`src/rtl/instr_pkg.sv`:
```
//------------------------------------------------------------------------------
// Module   : instr_pkg
// Purpose  : Shared sizing, instruction field layout and FSM encodings for the
//            instruction memory loader.
// Revision : 1.0 - initial release
//------------------------------------------------------------------------------
`default_nettype none

package instr_pkg;

  localparam int INSTR_W = 13;
  localparam int DEPTH   = 8;
  localparam int AW      = 3;

  // Instruction layout: A[12:9], B[8:5], Cin[4], opcode[3:0]
  localparam int A_MSB   = 12;
  localparam int A_LSB   = 9;
  localparam int B_MSB   = 8;
  localparam int B_LSB   = 5;
  localparam int CIN_BIT = 4;
  localparam int OP_MSB  = 3;
  localparam int OP_LSB  = 0;

  localparam logic [INSTR_W-1:0] NOP_FRAME = 13'h0000;

  typedef enum logic [1:0] {
    ST_EMPTY = 2'b00,
    ST_LOAD  = 2'b01,
    ST_READY = 2'b10
  } ld_state_t;

endpackage : instr_pkg

`default_nettype wire

```
`src/rtl/imem_array.sv`:
```
//------------------------------------------------------------------------------
// Module   : imem_array
// Purpose  : DEPTH x WIDTH register file, one synchronous write port and one
//            asynchronous read port. Contents are intentionally not reset.
// Revision : 1.0 - initial release
//------------------------------------------------------------------------------
`default_nettype none

module imem_array
  import instr_pkg::*;
#(
  parameter int DEPTH = instr_pkg::DEPTH,
  parameter int WIDTH = instr_pkg::INSTR_W,
  parameter int AW    = instr_pkg::AW
) (
  input  logic             clk,
  input  logic             i_we,
  input  logic [AW-1:0]    i_waddr,
  input  logic [WIDTH-1:0] i_wdata,
  input  logic [AW-1:0]    i_raddr,
  output logic [WIDTH-1:0] o_rdata
);

  logic [WIDTH-1:0] r_mem [DEPTH];

  always_ff @(posedge clk) begin
    if (i_we) begin
      r_mem[i_waddr] <= i_wdata;
    end
  end

  assign o_rdata = r_mem[i_raddr];

endmodule : imem_array

`default_nettype wire

```
`src/rtl/instr_mem_loader.sv`:
```
//------------------------------------------------------------------------------
// Module   : instr_mem_loader
// Purpose  : Program memory loaded over a valid/ready port, serving registered
//            fetches that are masked (NOP + rd_miss) outside the loaded range.
// Revision : 1.0 - initial release
//------------------------------------------------------------------------------
`default_nettype none

module instr_mem_loader
  import instr_pkg::*;
#(
  parameter int DEPTH = instr_pkg::DEPTH,
  parameter int WIDTH = instr_pkg::INSTR_W,
  parameter int AW    = instr_pkg::AW
) (
  input  logic             clk,
  input  logic             reset,
  input  logic             ld_start,
  input  logic             ld_valid,
  input  logic [WIDTH-1:0] ld_data,
  input  logic             ld_last,
  output logic             ld_ready,
  input  logic [AW-1:0]    addr,
  input  logic             mem_en,
  output logic [WIDTH-1:0] data_frame,
  output logic             rd_miss,
  output logic             prog_ready,
  output logic [AW:0]      prog_len
);

  ld_state_t        r_state;
  ld_state_t        w_state_nxt;
  logic [AW-1:0]    r_wptr;
  logic [AW-1:0]    w_wptr_nxt;
  logic [AW:0]      r_prog_len;
  logic [AW:0]      w_prog_len_nxt;
  logic [WIDTH-1:0] r_data_frame;
  logic             r_rd_miss;

  logic             w_ld_ready;
  logic             w_xfer;
  logic             w_final;
  logic             w_hit;
  logic [WIDTH-1:0] w_rdata;

  assign w_ld_ready = (r_state == ST_LOAD) && !ld_start;
  assign w_xfer     = ld_valid && w_ld_ready;
  assign w_final    = ld_last || (r_wptr == AW'(DEPTH - 1));
  assign w_hit      = (r_state == ST_READY) && ({1'b0, addr} < r_prog_len);

  imem_array #(
    .DEPTH (DEPTH),
    .WIDTH (WIDTH),
    .AW    (AW)
  ) u_imem_array (
    .clk     (clk),
    .i_we    (w_xfer),
    .i_waddr (r_wptr),
    .i_wdata (ld_data),
    .i_raddr (addr),
    .o_rdata (w_rdata)
  );

  always_ff @(posedge clk or negedge reset) begin
    if (!reset) begin
      r_state    <= ST_EMPTY;
      r_wptr     <= '0;
      r_prog_len <= '0;
    end else begin
      r_state    <= w_state_nxt;
      r_wptr     <= w_wptr_nxt;
      r_prog_len <= w_prog_len_nxt;
    end
  end

  // ld_start wins over any transfer: a restart drops the word presented with it
  always_comb begin
    w_state_nxt    = r_state;
    w_wptr_nxt     = r_wptr;
    w_prog_len_nxt = r_prog_len;
    case (r_state)
      ST_EMPTY: begin
        if (ld_start) begin
          w_state_nxt    = ST_LOAD;
          w_wptr_nxt     = '0;
          w_prog_len_nxt = '0;
        end
      end
      ST_LOAD: begin
        if (ld_start) begin
          w_wptr_nxt     = '0;
          w_prog_len_nxt = '0;
        end else if (w_xfer) begin
          w_wptr_nxt = r_wptr + AW'(1);
          if (w_final) begin
            w_state_nxt    = ST_READY;
            w_prog_len_nxt = (AW+1)'(r_wptr) + (AW+1)'(1);
          end
        end
      end
      ST_READY: begin
        if (ld_start) begin
          w_state_nxt    = ST_LOAD;
          w_wptr_nxt     = '0;
          w_prog_len_nxt = '0;
        end
      end
      default: begin
        w_state_nxt    = ST_EMPTY;
        w_wptr_nxt     = '0;
        w_prog_len_nxt = '0;
      end
    endcase
  end

  // Fetch is checked against the current (pre-edge) program, so a fetch
  // coinciding with ld_start still sees the old contents.
  always_ff @(posedge clk or negedge reset) begin
    if (!reset) begin
      r_data_frame <= '0;
      r_rd_miss    <= 1'b0;
    end else if (mem_en) begin
      r_data_frame <= w_hit ? w_rdata : WIDTH'(NOP_FRAME);
      r_rd_miss    <= !w_hit;
    end else begin
      r_rd_miss    <= 1'b0;
    end
  end

  assign ld_ready   = w_ld_ready;
  assign data_frame = r_data_frame;
  assign rd_miss    = r_rd_miss;
  assign prog_ready = (r_state == ST_READY);
  assign prog_len   = r_prog_len;

endmodule : instr_mem_loader

`default_nettype wire

```
`config.mk`:
```
export PLATFORM = sky130hd
export DESIGN_NAME = instr_mem_loader
export DESIGN_NICKNAME = d
export VERILOG_FILES = /design/src/rtl/instr_pkg.sv /design/src/rtl/imem_array.sv /design/src/rtl/instr_mem_loader.sv
export SDC_FILE = /design/constraint.sdc
export NUM_CORES = 1
export LEC_CHECK = 0
export BUFFER_PORTS_ARGS = -buffer_cell sky130_fd_sc_hd__clkbuf_2
export CAP_MARGIN = 10
export CORE_UTILIZATION = 35
export DETAILED_ROUTE_END_ITERATION = 7
export GPL_ROUTABILITY_DRIVEN = 1
export MAX_ROUTING_LAYER = met4
export PLACE_DENSITY_LB_ADDON = 0.15
export SYNTH_ARGS = -nofsm -noshare
export SYNTH_HDL_FRONTEND = slang
export SYNTH_SLANG_ARGS = --single-unit
```
`constraint.sdc`:
```
create_clock -name clk -period 4.9 [get_ports clk]
set_input_delay 0.49 -clock clk [delete_from_list [all_inputs] [get_ports clk]]
set_output_delay 0.49 -clock clk [all_outputs]
set_load 0.01 [all_outputs]
```
=== Word-level counts from Yosys, hierarchy flattened ===
Memory sizes are Yosys's and may differ from the RTL's.
Index checks and enable logic that the tools add are counted.

* Register bits after elaboration: 23
* Memory bits (writable): 104
* Input port bits: 22
* Output and inout port bits: 20
* Word-level logic and storage cells: 47
* Memories: 1

{| class="wikitable"
|+ Memories
! name !! depth !! bits a word !! read ports !! clocked after memory_dff !! wr ports !! line !! source
|-
| u_imem_array.r_mem || 8 || 13 || 1 || 0 || 1 || imem_array.sv:24 || <nowiki>logic [WIDTH-1:0] r_mem [DEPTH];</nowiki>
|}

* $add $sub $neg: 2
* $lt $le $gt $ge: 1
* Equality and inequality tests: 9
* Mux-type cells: 18
* Reduce and logical (&&, ||, !) cells: 11

{| class="wikitable"
|+ Operators with widths
! cell !! number
|-
| $mux W4 || 4
|-
| $mux W13 || 1
|-
| $mux W3 || 3
|-
| $mux W2 || 4
|-
| $pmux W4 S2 || 1
|-
| $pmux W3 S2 || 1
|-
| $add A3 B1 Y4 const B || 1
|-
| $lt A3 B4 Y1 || 1
|-
| $ne A2 B1 Y1 const B || 2
|-
| $ne A2 B2 Y1 const B || 2
|-
| $pmux W2 S2 || 1
|-
| $reduce_and A4 Y1 || 1
|-
| $add A3 B1 Y3 const B || 1
|-
| $eq A3 B3 Y1 const B || 1
|-
| $logic_and A1 B1 Y1 || 3
|-
| $mux W1 || 3
|-
| $ne A3 B2 Y1 const B || 1
|-
| $ne A3 B3 Y1 const B || 1
|-
| $reduce_and A3 Y1 || 1
|-
| $eq A2 B1 Y1 const B || 1
|-
| $eq A2 B2 Y1 const B || 1
|-
| $logic_not A1 Y1 || 2
|-
| $logic_not A2 Y1 || 1
|-
| $reduce_and A2 Y1 || 1
|-
| other kinds (2) || 2
|}

=== Depth between registers and ports, before layout ===
* Depth after elaboration: 6
* Depth in mapped cells: 6

=== Modules after synthesis ===
A second synthesis with hierarchy kept.

* Cell total of the unflattened synthesis: 276
* Area, all modules: 5283.8 um2

{| class="wikitable"
|+ By module, submodules not included
! module !! instances !! cells an instance !! area each (um2) !! seq. area each (um2)
|-
| imem_array || 1 || 163 || 4055.1 || 3123.0
|-
| instr_mem_loader || 1 || 113 || 1228.7 || 575.6
|}

=== Worst setup path after synthesis ===
OpenSTA, ideal clock, no wires.

* Path kind: input -> register
* From: input ld_start
* To: memory u_imem_array.r_mem[0][0] in the netlist's numbering (enable)
* Data arrival time: 2.027 ns
* Data required time: 4.500 ns
* Setup slack: 2.474 ns
* Stages on the path: 3
* Buffers on the path: 1
* Cells stage by stage: clkbuf_1 or3_1 nor3_1

* Cells in the longest elaborated chain, start to end: 5

{| class="wikitable"
|+ RTL lines
! item !! line !! source
|-
| start, declared || instr_mem_loader.sv:18 || <nowiki>input logic ld_start,</nowiki>
|-
| $logic_not A1 Y1 || instr_mem_loader.sv:46 || <nowiki>assign w_ld_ready = (r_state == ST_LOAD) && !ld_start;</nowiki>
|-
| $logic_and A1 B1 Y1 || instr_mem_loader.sv:46 ||
|-
| $logic_and A1 B1 Y1 || instr_mem_loader.sv:47 || <nowiki>assign w_xfer = ld_valid && w_ld_ready;</nowiki>
|-
| $mux W1 || imem_array.sv:27 || <nowiki>if (i_we) begin</nowiki>
|-
| $mux W1 (not written as such) || imem_array.sv:28 || <nowiki>r_mem[i_waddr] <= i_wdata;</nowiki>
|-
| end, declared || imem_array.sv:24 ||
|}

Every way passes these cells.

=== Worst setup path in the final report ===
* From: input addr[1]
* To: register r_data_frame[6], in the netlist data_frame[6]

* Cells in the longest elaborated chain, start to end: 3
* Elaborated cells on any way between the ends: 4
* Those cells by class: 1 x order compare; 1 x mux; 1 x reduce/logical; 1 x memory

{| class="wikitable"
|+ RTL lines
! item !! line !! source
|-
| start, declared || instr_mem_loader.sv:23 || <nowiki>input logic [AW-1:0] addr,</nowiki>
|-
| $lt A3 B4 Y1 || instr_mem_loader.sv:49 || <nowiki>assign w_hit = (r_state == ST_READY) && ({1'b0, addr} < r_prog_len);</nowiki>
|-
| $logic_and A1 B1 Y1 || instr_mem_loader.sv:49 ||
|-
| $mux W13 (*) || instr_mem_loader.sv:123 || <nowiki>r_data_frame <= w_hit ? w_rdata : WIDTH'(NOP_FRAME);</nowiki>
|-
| end signal, assigned || instr_mem_loader.sv:123 ||
|-
| end, declared || instr_mem_loader.sv:37 || <nowiki>logic [WIDTH-1:0] r_data_frame;</nowiki>
|}

Every way passes the cells marked *; elsewhere a longest branch is shown, timed or not.
A chain may end at the register's enable or synchronous reset.

==> flow_metrics.tcl <==
set metrics [dict create \
    rows 43 \
    worst_ep_arrival_time_ps 2490 \
    yosys_warnings 0 \
    top_layer_used "met4" \
    finalCritPeriodShare_pct 46.0 \
    routed-wl-met3_um 307 \
    syn2layout_area_growth_pct 19.1 \
    cts_max_path_buffers 2 \
    synth_flop_cell "edfxtp_1" \
    clock_latency_ps 400 \
    reg2reg_from "r_state[1]$_DFFE_PN0P_" \
    endpoint_kind "register" \
    ys_async_sr_fraction_pct 18.1 \
    skew_ps 6.85 \
    start_util_pct 36.1 \
    ctsResizeCount 0 \
    maxCapViolations 0 \
    wl_per_cell_um 19.2 \
    antenna_left 0 \
    hold_buffers 0 \
    setup_viol 0 \
    cts_buffers 17 \
    ios 42 \
    tightest_slew_ps 1050 \
    grt_max_degree 28 \
    synth_top_area_cell "edfxtp_1" \
    drcViolationCount 0 \
    startpoint_type "input port" \
    n_antenna_cell 0 \
    htreeDepth 4 \
    min-delay-path-class "in -> async" \
    synth_cell_types 34 \
    routed_via_density 4.89 \
    cp_max_fo 27 \
    dr.first_iter.drc_count 91 \
    finalInstanceArea_sq_um 5990 \
    wl_met2_um 5000 \
    rr_worst_depth 3 \
    grtUsageTotal_pct 15.3 \
    reg2reg_to "u_imem_array.r_mem[0][8]$_DFFE_PP_" \
    reg2reg_setup_slack_ps 2680 \
    met1_length_um 4350 \
    port_buffers 41 \
    p_leak_uw 0.00215 \
    critPathRequiredTime_ps 5140 \
    postCtsSetupRepairBufs 0 \
    grt_setup_unrepaired "no" \
    die-area_sq_um 14900 \
    relSlewSlack_pct 29.7 \
    ys_seq_elements 127 \
    post-synth-top-area-fraction_pct 62.1 \
    vias 2501 \
    n_fill_cell 1220 \
    slew_viol_final 0 \
    cts.sinks 127 \
    status "finished clean" \
    syn_nets 292 \
    synthTopCellsByArea "edfxtp_1 62%, dfrtp_1 11%, mux4_2 9.4%" \
    cts_tree "done" \
    synth_area_per_cell_sq_um 18.9 \
    antenna_found_initial 0 \
    placed_cell_area_sq_um 5430 \
    core_area_sq_um 13900 \
    hold_viol_final 0 \
    die_y_um 122 \
    clk_pin_slew_ps 60 \
    fin_nets 344 \
    syn_area_sq_um 5030 \
    synth_most_common_cell "edfxtp_1" \
    path_class "in -> reg" \
    fin_crit_ps 2250 \
    fmax_ghz 0.444 \
    power.density_nw_per_um2 416 \
    final.setup.tns_ps 0 \
    synth-edff-count 104 \
    drt-total-wl_um 9820 \
    dieWidth_um 122 \
    drive_gt1_share_pct 31.4 \
    grt_pass1_vias 2570 \
    hpwlAfterDp_um 5730 \
    synthTopCellsByCount "104 x edfxtp_1, 23 x dfrtp_1, 21 x mux4_2" \
    ir_drop_uv 252 \
    grt_pass1_wl_um 15200 \
    firstDrtPassIters 4 \
    cts_root_buffer "clkbuf_16" \
    gp_congestion 0.730 \
    syn_inst 266 \
    overflow 0 \
    synth_seq_area_share_pct 73.5 \
]
## critical path: stages
cell and delay (ps):
clkbuf_2 560, ha_1 570, a211oi_2 80, o211ai_2 600, o22ai_1 190
## metrics by stage
step	util, %	total power (uW)	hold WS [ps]	worst slack [ps]	instances
global route	43.0	2570	140	2420	511
CTS	43.0	2520	120	2520	511
detailed placement	39.0	1340	527	2080	479
floorplan	-	1300	194	2470	266
finish	43.0	2490	92.8	2650	511
global placement	39.0	1340	523	2140	479
## power by group
| part | total (uW) | switching [uW] | internal, uW | leakage [uW] |
|---|---|---|---|---|
| clock network | 1170 | 413 | 760 | 0.000284 |
| logic | 121 | 72.0 | 49.4 | 0.000620 |
| registers | 1200 | 10.0 | 1190 | 0.00125 |
## sequential cells by signal, indices dropped and copies added, names as in the netlist
name	count
r_wptr	3
rd_miss	1
prog_len	4
data_frame	13
r_state	2
u_imem_array.r_mem	104
## cells by family (layout without fill, tap and decap cells)
kind of cell / after synthesis / in the layout / synth area share, %
AOI/OAI and AO/OA: 29 / 29 / 3.66
buffers and inverters: 30 / 95 / 3.33
adders and majority gates: 4 / 4 / 0.995
DFF: 127 / 127 / 73.5
muxes: 41 / 41 / 15.0
and+or+nand+nor: 35 / 35 / 3.51
## routing by layer
| metal | GRT usage (%) | vias to the layer above |
|---|---|---|
| li1 | - | 1159 |
| met1 | 19.1 | 1290 |
| met2 | 23.6 | 36 |
| met3 | 3.93 | 16 |
| met4 | 6.48 | 0 |
| met5 | - | - |
## cells in the final DEF (no fill, tap or decap), types with 2 or more instances in the layout
master / netlist / final
edfxtp_1: 104 / 104
clkinv_2: 0 / 5
dfrtp_1: 23 / 23
a21oi_1: 7 / 7
nand2b_1: 5 / 5
nor2_2: 1 / 3
mux4_2: 21 / 21
nor3_4: 0 / 2
mux4_1: 5 / 5
mux2i_1: 15 / 15
nand2_1: 3 / 3
o21ai_1: 3 / 3
clkbuf_16: 0 / 17
buf_4: 0 / 4
inv_1: 17 / 17
clkbuf_2: 0 / 41
nand3_1: 3 / 3
clkbuf_1: 3 / 4
nand3b_1: 2 / 2
o22ai_1: 13 / 13
nor2_1: 12 / 10
clkbuf_8: 0 / 5
ha_1: 4 / 4
nor3_2: 0 / 2
## worst max path at each step
stage	start	end	slack [ps]	depth (start not counted)
floorplan	ld_start	u_imem_array.r_mem[0][0]$_DFFE_PP_	2470	3
global placement	addr[1]	data_frame[2]$_DFFE_PN0P_	2140	5
detailed placement	addr[1]	data_frame[3]$_DFFE_PN0P_	2080	5
CTS	addr[1]	data_frame[6]$_DFFE_PN0P_	2520	5
global route	addr[1]	data_frame[6]$_DFFE_PN0P_	2420	5
finish	addr[1]	data_frame[6]$_DFFE_PN0P_	2650	5
## layout make-up
class	count	area (sq um)	area share, %
flip-flops and latches	127	3700	61.7
inverters	18	67.6	1.13
clock buffers	26	509	8.50
well taps	180	225	3.76
multi-input cells	109	1200	20.1
clock inverters	6	55.1	0.919
repair buffers	45	235	3.92
Power figures use the tool's default switching activity.
